## src/rtl/keypad_scanner.sv

```systemverilog
// keypad_scanner: 4x4 matrix keypad scanner with whole-scan debouncing.
// One column is driven low at a time. The four row lines are sampled at the end
// of each column dwell into a 16-bit snapshot. A small FSM looks at every
// completed scan and accepts a single key press, or releases it, only after
// DEBOUNCE_SCANS consecutive qualifying scans.
module keypad_scanner #(
    parameter int SCAN_DIV       = 17,
    parameter int DEBOUNCE_SCANS = 4
) (
    input  logic       clock,
    input  logic       reset,
    input  logic [3:0] row,
    output logic [3:0] col,
    output logic [3:0] key_code,
    output logic       key_valid,
    output logic       key_held
);

    typedef enum logic [1:0] {
        IDLE         = 2'd0,
        PRESS_WAIT   = 2'd1,
        HELD         = 2'd2,
        RELEASE_WAIT = 2'd3
    } state_t;

    localparam logic [SCAN_DIV-1:0] PRESC_ONE = SCAN_DIV'(1);
    localparam logic [3:0]          DEB_TARGET = 4'(DEBOUNCE_SCANS);

    // Snapshot index is col*4+row, while key codes are row*4+col. The two
    // 2-bit fields simply swap places, so one helper converts both ways.
    function automatic logic [3:0] swap_fields(input logic [3:0] value);
        return {value[1:0], value[3:2]};
    endfunction

    logic [3:0]          row_meta;
    logic [3:0]          row_sync;
    logic [SCAN_DIV-1:0] presc;
    logic [1:0]          col_idx;
    logic [15:0]         snapshot;
    state_t              state;
    logic [3:0]          cand;
    logic [3:0]          cnt;

    logic                tick;
    logic                scan_done;
    logic [15:0]         snap_next;
    logic [4:0]          hit_count;
    logic [3:0]          hit_idx;
    logic [3:0]          hit_key;
    logic                is_single;
    logic                held_bit;
    logic [3:0]          cnt_inc;

    assign tick      = &presc;
    assign scan_done = tick && (col_idx == 2'd3);
    assign cnt_inc   = cnt + 4'd1;

    // Two-flop synchroniser: row lines are asynchronous to clock.
    always_ff @(posedge clock or posedge reset) begin
        if (reset) begin
            row_meta <= 4'b1111;
            row_sync <= 4'b1111;
        end else begin
            row_meta <= row;
            row_sync <= row_meta;
        end
    end

    // Free-running column-dwell prescaler; it wraps to zero after all ones.
    always_ff @(posedge clock or posedge reset) begin
        if (reset) begin
            presc <= '0;
        end else begin
            presc <= presc + PRESC_ONE;
        end
    end

    // Column sequencing and per-column row capture at the end of each dwell.
    always_ff @(posedge clock or posedge reset) begin
        if (reset) begin
            col_idx  <= 2'd0;
            col      <= 4'b1110;
            snapshot <= 16'd0;
        end else if (tick) begin
            col_idx  <= col_idx + 2'd1;
            col      <= ~(4'b0001 << (col_idx + 2'd1));
            snapshot <= snap_next;
        end else begin
            col_idx  <= col_idx;
            col      <= col;
            snapshot <= snapshot;
        end
    end

    // Completed snapshot including the column sampled this cycle, plus its classification.
    always_comb begin
        snap_next = snapshot;
        if (tick) begin
            snap_next[{col_idx, 2'b00} +: 4] = ~row_sync;
        end else begin
            snap_next = snapshot;
        end

        hit_count = 5'd0;
        hit_idx   = 4'd0;
        for (int i = 0; i < 16; i++) begin
            if (snap_next[i]) begin
                hit_count = hit_count + 5'd1;
                hit_idx   = i[3:0];
            end else begin
                hit_count = hit_count;
            end
        end

        is_single = (hit_count == 5'd1);
        hit_key   = swap_fields(hit_idx);
        held_bit  = snap_next[swap_fields(key_code)];
    end

    // Debounce FSM; evaluated once per completed scan, outputs registered.
    always_ff @(posedge clock or posedge reset) begin
        if (reset) begin
            state     <= IDLE;
            cand      <= 4'd0;
            cnt       <= 4'd0;
            key_code  <= 4'd0;
            key_valid <= 1'b0;
            key_held  <= 1'b0;
        end else begin
            key_valid <= 1'b0;
            if (scan_done) begin
                case (state)
                    IDLE: begin
                        if (is_single) begin
                            cand  <= hit_key;
                            cnt   <= 4'd1;
                            state <= PRESS_WAIT;
                        end else begin
                            state <= IDLE;
                        end
                    end
                    PRESS_WAIT: begin
                        if (is_single && (hit_key == cand)) begin
                            if (cnt_inc == DEB_TARGET) begin
                                state     <= HELD;
                                key_code  <= cand;
                                key_valid <= 1'b1;
                                key_held  <= 1'b1;
                                cnt       <= 4'd0;
                            end else begin
                                cnt <= cnt_inc;
                            end
                        end else if (is_single) begin
                            cand <= hit_key;
                            cnt  <= 4'd1;
                        end else begin
                            cnt   <= 4'd0;
                            state <= IDLE;
                        end
                    end
                    HELD: begin
                        // Extra keys are ignored while the accepted key stays down.
                        if (held_bit) begin
                            state <= HELD;
                        end else begin
                            cnt   <= 4'd1;
                            state <= RELEASE_WAIT;
                        end
                    end
                    RELEASE_WAIT: begin
                        if (!held_bit) begin
                            if (cnt_inc == DEB_TARGET) begin
                                state    <= IDLE;
                                key_held <= 1'b0;
                                cnt      <= 4'd0;
                            end else begin
                                cnt <= cnt_inc;
                            end
                        end else begin
                            // Bounce during release: back to held, no new strobe.
                            cnt   <= 4'd0;
                            state <= HELD;
                        end
                    end
                    default: begin
                        state    <= IDLE;
                        cnt      <= 4'd0;
                        key_held <= 1'b0;
                    end
                endcase
            end else begin
                state <= state;
            end
        end
    end

endmodule
```

## config.mk

```make
export PLATFORM = sky130hd
export DESIGN_NAME = keypad_scanner
export DESIGN_NICKNAME = d
export VERILOG_FILES = /design/src/rtl/keypad_scanner.sv
export SDC_FILE = /design/constraint.sdc
export NUM_CORES = 1
export LEC_CHECK = 0
export BUFFER_PORTS_ARGS = -buffer_cell sky130_fd_sc_hd__buf_2
export CAP_MARGIN = 10
export CORE_UTILIZATION = 67
export DETAILED_ROUTE_END_ITERATION = 8
export GPL_TIMING_DRIVEN = 0
export MAX_ROUTING_LAYER = met4
export PLACE_DENSITY_LB_ADDON = 0.15
export SLEW_MARGIN = 20
export SYNTH_ARGS = -nofsm -noshare
export SYNTH_HDL_FRONTEND = slang
export SYNTH_SLANG_ARGS = --single-unit
export TNS_END_PERCENT = 20
```

## constraint.sdc

```tcl
create_clock -name clock -period 20.9 [get_ports clock]
set_clock_uncertainty 0.2 [all_clocks]
set_input_delay 0 -clock clock [delete_from_list [all_inputs] [get_ports clock]]
set_output_delay 0 -clock clock [all_outputs]
set_load 0.02 [all_outputs]
```

==> Word level (Yosys, flattened, before mapping) <==
Index checks and enable logic that the tools add are counted.
W data, S select, Z words.
{ "totals": {"reg_bits": 63, "latchBits": 0, "ram_bits": 0, "rom_bits": 0, "in_bits": 6, "output_inout_bits": 10, "wordCells": 127, "mem_count": 0} }
{ "classes": {"addsub": 19, "mul": 0, "div": 0, "magnitude_cmp": 1, "eq_ne": 17, "n_shift": 3, "muxes": 62, "bitwise": 2, "reduce_logical": 11} }
{ "op_table": {"columns": ["operator", "count"], "rows": [
  ["$mux W4", 21],
  ["$add A5 B1 Y5 const B", 15],
  ["$mux W5", 15],
  ["$add A17 B1 Y17 const B", 1],
  ["$reduce_and A17 Y1", 1],
  ["$bwmux W16", 1],
  ["$mux W16", 1],
  ["$pmux W4 S4", 1],
  ["$shift A4 B6 Y16 const A", 1],
  ["$shiftx A4 B6 Y16", 1],
  ["$mux W1", 14],
  ["$ne A2 B2 Y1 const B", 7],
  ["$mux W2", 5],
  ["$ne A3 B3 Y1 const B", 3],
  ["$not A4 Y4", 2],
  ["$pmux W2 S4", 1],
  ["$pmux W4 S2", 1],
  ["$reduce_and A4 Y1", 2],
  ["$eq A2 B2 Y1 const B", 3],
  ["$neg A4 Y6", 1],
  ["$reduce_and A3 Y1", 2],
  ["$reduce_and A6 Y1", 1],
  ["$eq A5 B1 Y1 const B", 1],
  ["$lt A4 B5 Y1 const B", 1],
  ["other kinds (11)", 13]
]} }

==> Logic depth before layout (Yosys ltp) <==
{ "logic_depth": {"word_depth": 40, "mapped_depth": 65} }

==> Worst setup path before layout <==
OpenSTA, ideal clock, no wires.
{ "synth_timing": {"path_type": "register to register", "from": "reg presc[2]", "to": "reg key_code[1]", "setup_ns": 0.125, "arrival_time_ns": 10.681, "required_time_ns": 20.575, "path_slack_ns": 9.894, "stages_incl_launch_ff": 64, "path_buffers": 2, "path_cell_list": "dfrtp_1 and3_1 and2_1 nand2_1 nor2_1 and4_1 ha_1 buf_2 nand2_1 a21oi_1 ha_1 nor2b_1 o32ai_1 nor2_1 ha_1 nand4_1 o211ai_1 ha_1 [... 28 more ...] ha_1 nor2_1 a31oi_1 ha_1 nand2_1 a21bo_2 ha_1 nand2_1 nand2_1 ha_1 nor3_1 a41oi_1 nor3b_1 mux2i_1 a211oi_1 and3b_1 buf_2 mux2_2"} }
{ "synth_between": {"elab_chain_len": 36, "elab_cells_between_ends": 53, "cone_classes": "add/sub: 15; eq/ne: 2; mux: 32; reduce/logical: 4"} }
{ "synth_lines": {"columns": ["item", "line_no", "text"], "rows": [
  ["start: declaration", "37", "logic [SCAN_DIV-1:0] presc;"],
  ["start signal: assignment", "74", "presc <= presc + PRESC_ONE;"],
  ["$reduce_and A17 Y1 (*)", "54", "assign tick = &presc;"],
  ["$mux W16", "98", "if (tick) begin"],
  ["$mux W1", "107", "if (snap_next[i]) begin"],
  ["$add A5 B1 Y5", "108", "hit_count = hit_count + 5'd1;"],
  ["$mux W5", "107", null],
  ["$add A5 B1 Y5", "108", null],
  ["$mux W5", "107", null],
  ["$add A5 B1 Y5", "108", null],
  ["[... 20 more ...]", null, null],
  ["$mux W5", "107", null],
  ["$add A5 B1 Y5", "108", null],
  ["$mux W5", "107", null],
  ["$add A5 B1 Y5", "108", null],
  ["$mux W5", "107", null],
  ["$eq A5 B1 Y1", "115", "is_single = (hit_count == 5'd1);"],
  ["$logic_and A1 B1 Y1", "143", "if (is_single && (hit_key == cand)) begin"],
  ["$reduce_and A4 Y1 (no source line) (*)", null, null],
  ["end signal: assignment", "146", "key_code <= cand;"],
  ["end: declaration", "14", "output logic [3:0] key_code,"]
]} }
Mark *: on every way between the ends. The rest lies on a longest branch, timed or not.
A chain may end at the register's enable or synchronous reset.

==> Worst setup path in the final report <==
Same ends and word-level chain as after synthesis.

==> results_dict.tcl <==
set metrics [dict create \
    status "completed" \
    wire_length_of_the_first_global_routing_pass_mm 17.9 \
    slew_violations 0 \
    post_synthesis_to_final_layout_area_growth_pct 9.73 \
    num_vias 3983 \
    post_synth_instance_area_um2 4820 \
    routabilityCongestion 0.907 \
    fill_cells 486 \
    synth_edf_count 0 \
    critPathTopFamily "adder cells" \
    tightestPinTransition_ns 0.789 \
    finalHoldViolations 0 \
    synth.top_cell.area_share 0.270 \
    worstSetupEndpointType "register" \
    dr_wl_met3_um 448 \
    routed_wirelength_mm 10.5 \
    max_vdd_drop_uv 57.8 \
    clock_tree.buffer_depth 2 \
    clock_tree_sinks 63 \
    netlist-cell-type-count 80 \
    path_buf_inv 4 \
    grt-ovfl-total 0 \
    ctsHtreeMaxLevel 3 \
    total_global_route_track_usage 0.316 \
    critical_path_class "reg -> reg" \
    finalCriticalPeriod_ns 12.87 \
    met1Wirelength_mm 4.48 \
    dieWidth_um 86.8 \
    coreArea_um2 6870 \
    antennaDiodeCount 0 \
    synthArstFlopShare 1.00 \
    synth_fa_ha_area_frac 0.0571 \
    synth_compound_area_frac 0.172 \
    tritoncts.num_buffers 9 \
    synthSimpleGateAreaFrac 0.193 \
    drc 0 \
    cts_hold_buffers 6 \
    final_antenna_net_count 0 \
    setup-tns-final_ns 0 \
    yosys-mux-area-fraction 0.0651 \
    port_buffer_count 15 \
    timing.critical_path.fanout_max 10 \
    cts_post_setup_buffers_inserted 0 \
    mappedNetlistNets 530 \
    avgSynthCellArea_um2 9.61 \
    design.die.area_um2 7540 \
    timing.max_slew.rel_slack 0.472 \
    required_ns 20.93 \
    p_total_mw 0.227 \
    postLayoutSetupSlackWorst_ns 8.03 \
    timing.max_cap.violations 0 \
    critical-path-max-stage-delay_ns 0.42 \
    cellLeakagePower_nw 2.49 \
    clk_transition_reported_paths_ns 0.08 \
    clock_latency_on_the_worst_skew_pair_ns 0.34 \
    initial_utilization 0.702 \
    synth.largest_area_cell "dfrtp_1" \
    top_layer_in_use "met4" \
    crit_cells 64 \
    number_of_setup_violations_in_the_final_report 0 \
    r2r.worst_path.cells 64 \
    holdPathStages 2 \
    clock-root-buffer "clkbuf_8" \
    synthesis.yosys.warnings 0 \
    number_of_global_route_vias_before_repair 3834 \
    hold_path.class "in -> reg" \
    pwr_density_cell_nw_per_um2 42.9 \
    cts_resized 0 \
    antenna_found_initial 0 \
    max_clock_freq_ghz 0.0777 \
    boundaryPins 16 \
    tritoncts_clock_tree "done" \
    synth_seq_cells 63 \
    final_layout_size_suffix_gt1_frac 0.144 \
    dr_wl_met2_mm 5.31 \
    core.rowCount 30 \
    timing.critical_path.slowest_stage_cell "a211oi_1" \
    nets 563 \
    crit_path_frequent_cell "ha_1" \
    die_height_um 86.8 \
    synth_sequential_area_ratio 0.330 \
    synthTopCellsByArea "dfrtp_1 27%, xnor2_1 7.3%, dfstp_2 6.0%" \
    rsz0062_at_grt "false" \
    synthCells 502 \
    finalCritPeriodShare 0.616 \
    arrival_ns 12.90 \
    detail_route.wl_per_cell_um 16.5 \
    dr.first_iter.drc_count 206 \
    synth_top_flop_cell "dfrtp_1" \
    start_kind "register" \
    synth_top_family_by_area "simple AND/OR/NAND/NOR gates" \
    grt_max_degree 53 \
    dpl.hpwl_mm 7.77 \
    drt_pre_antenna_iters 4 \
    detail_route.vias_per_cell 6.26 \
    yosys.area_share.xor_xnor 0.144 \
    pre_cts_ws_ns 8.20 \
]
[state kept, by name, summed over array words and instances, names as in the netlist]
signal and flops:
col 4, key_valid 1, row_sync 4, cnt 4, presc 17, cand 4
col_idx 2, row_meta 4, state 2, snapshot 16, key_held 1, key_code 4
[cells in the final DEF, fill, tap and decap left out, drive strengths merged, types with 10 or more instances in the layout]
cell type  Yosys  layout
dfstp         11      11
nand2         48      48
mux2i         10      10
and2          12      12
xor2          12      12
dfrtp         52      52
buf            4      20
nor2          31      31
o21ai         16      16
clkbuf         4      14
a21oi         19      19
nand3         25      25
inv           38      38
ha            22      22
nand4         10      10
xnor2         40      40
[synthesized netlist by cell type, types with 6 or more instances]
master,count
dfstp_2,11
xnor2_1,40
nand3_1,25
inv_1,35
o211ai_1,7
o21ai_0,15
a21oi_1,19
nor2_1,31
dfrtp_1,52
nand4_1,10
nand2_1,48
and2_1,12
xor2_1,11
and3_1,8
nand3b_1,6
nor3_1,7
mux2i_1,10
ha_1,22
[final timing paths]
kind | start | slack (ns) | to
setup / recovery | presc[2] | 8.03 | key_code[1]
hold / removal | row[0] | 0.10 | row_meta[0]
setup reg to reg | presc[2] | 8.03 | key_code[1]
hold reg to reg | row_meta[0] | 0.16 | row_sync[0]
max in group asynchronous | reset | 19.44 | col[1]
min in group asynchronous | reset | 0.53 | key_valid
[cells by family after synthesis]
family                   Yosys count
multiplexers                      23
flip-flops                        63
AND/OR/NAND/NOR                  178
XOR/XNOR                          62
AO/OA/AOI/OAI                    107
buffers and inverters             47
adder cells (fa/ha/maj)           22
[layer usage]
metal,global-route usage,up-vias
met5,-,-
met4,0.121,0
met2,0.532,125
li1,-,1896
met1,0.387,1936
met3,0.0448,26
[metrics by stage]
stage,util,hold slack (ns),cell area (um2),std cells
after CTS,0.770,0.0851,5290,636
after global routing,0.770,0.100,5290,636
after detailed placement,0.735,-0.278,5050,614
after floorplan,-,-0.196,4820,502
final,0.770,0.103,5290,636
after global placement,0.730,-0.0957,5020,613
[power by group]
part	internal, mW	leakage (nW)	switching (mW)
logic	0.00208	1.57	0.00363
registers	0.123	0.827	0.00100
clock network	0.0466	0.0885	0.0505
total	0.172	2.49	0.0551
[final cells by class]
type | instances | area (um2) | share of cell area
clock inverters | 6 | 46.3 | 0.00875
well taps | 96 | 120 | 0.0227
inverters | 39 | 151 | 0.0286
flip-flops and latches | 63 | 1590 | 0.301
repair buffers | 22 | 163 | 0.0307
multi-input cells | 392 | 3050 | 0.576
plain buffers | 8 | 36.3 | 0.00686
clock buffers | 10 | 138 | 0.0260
(Power assumes the default switching activity.)
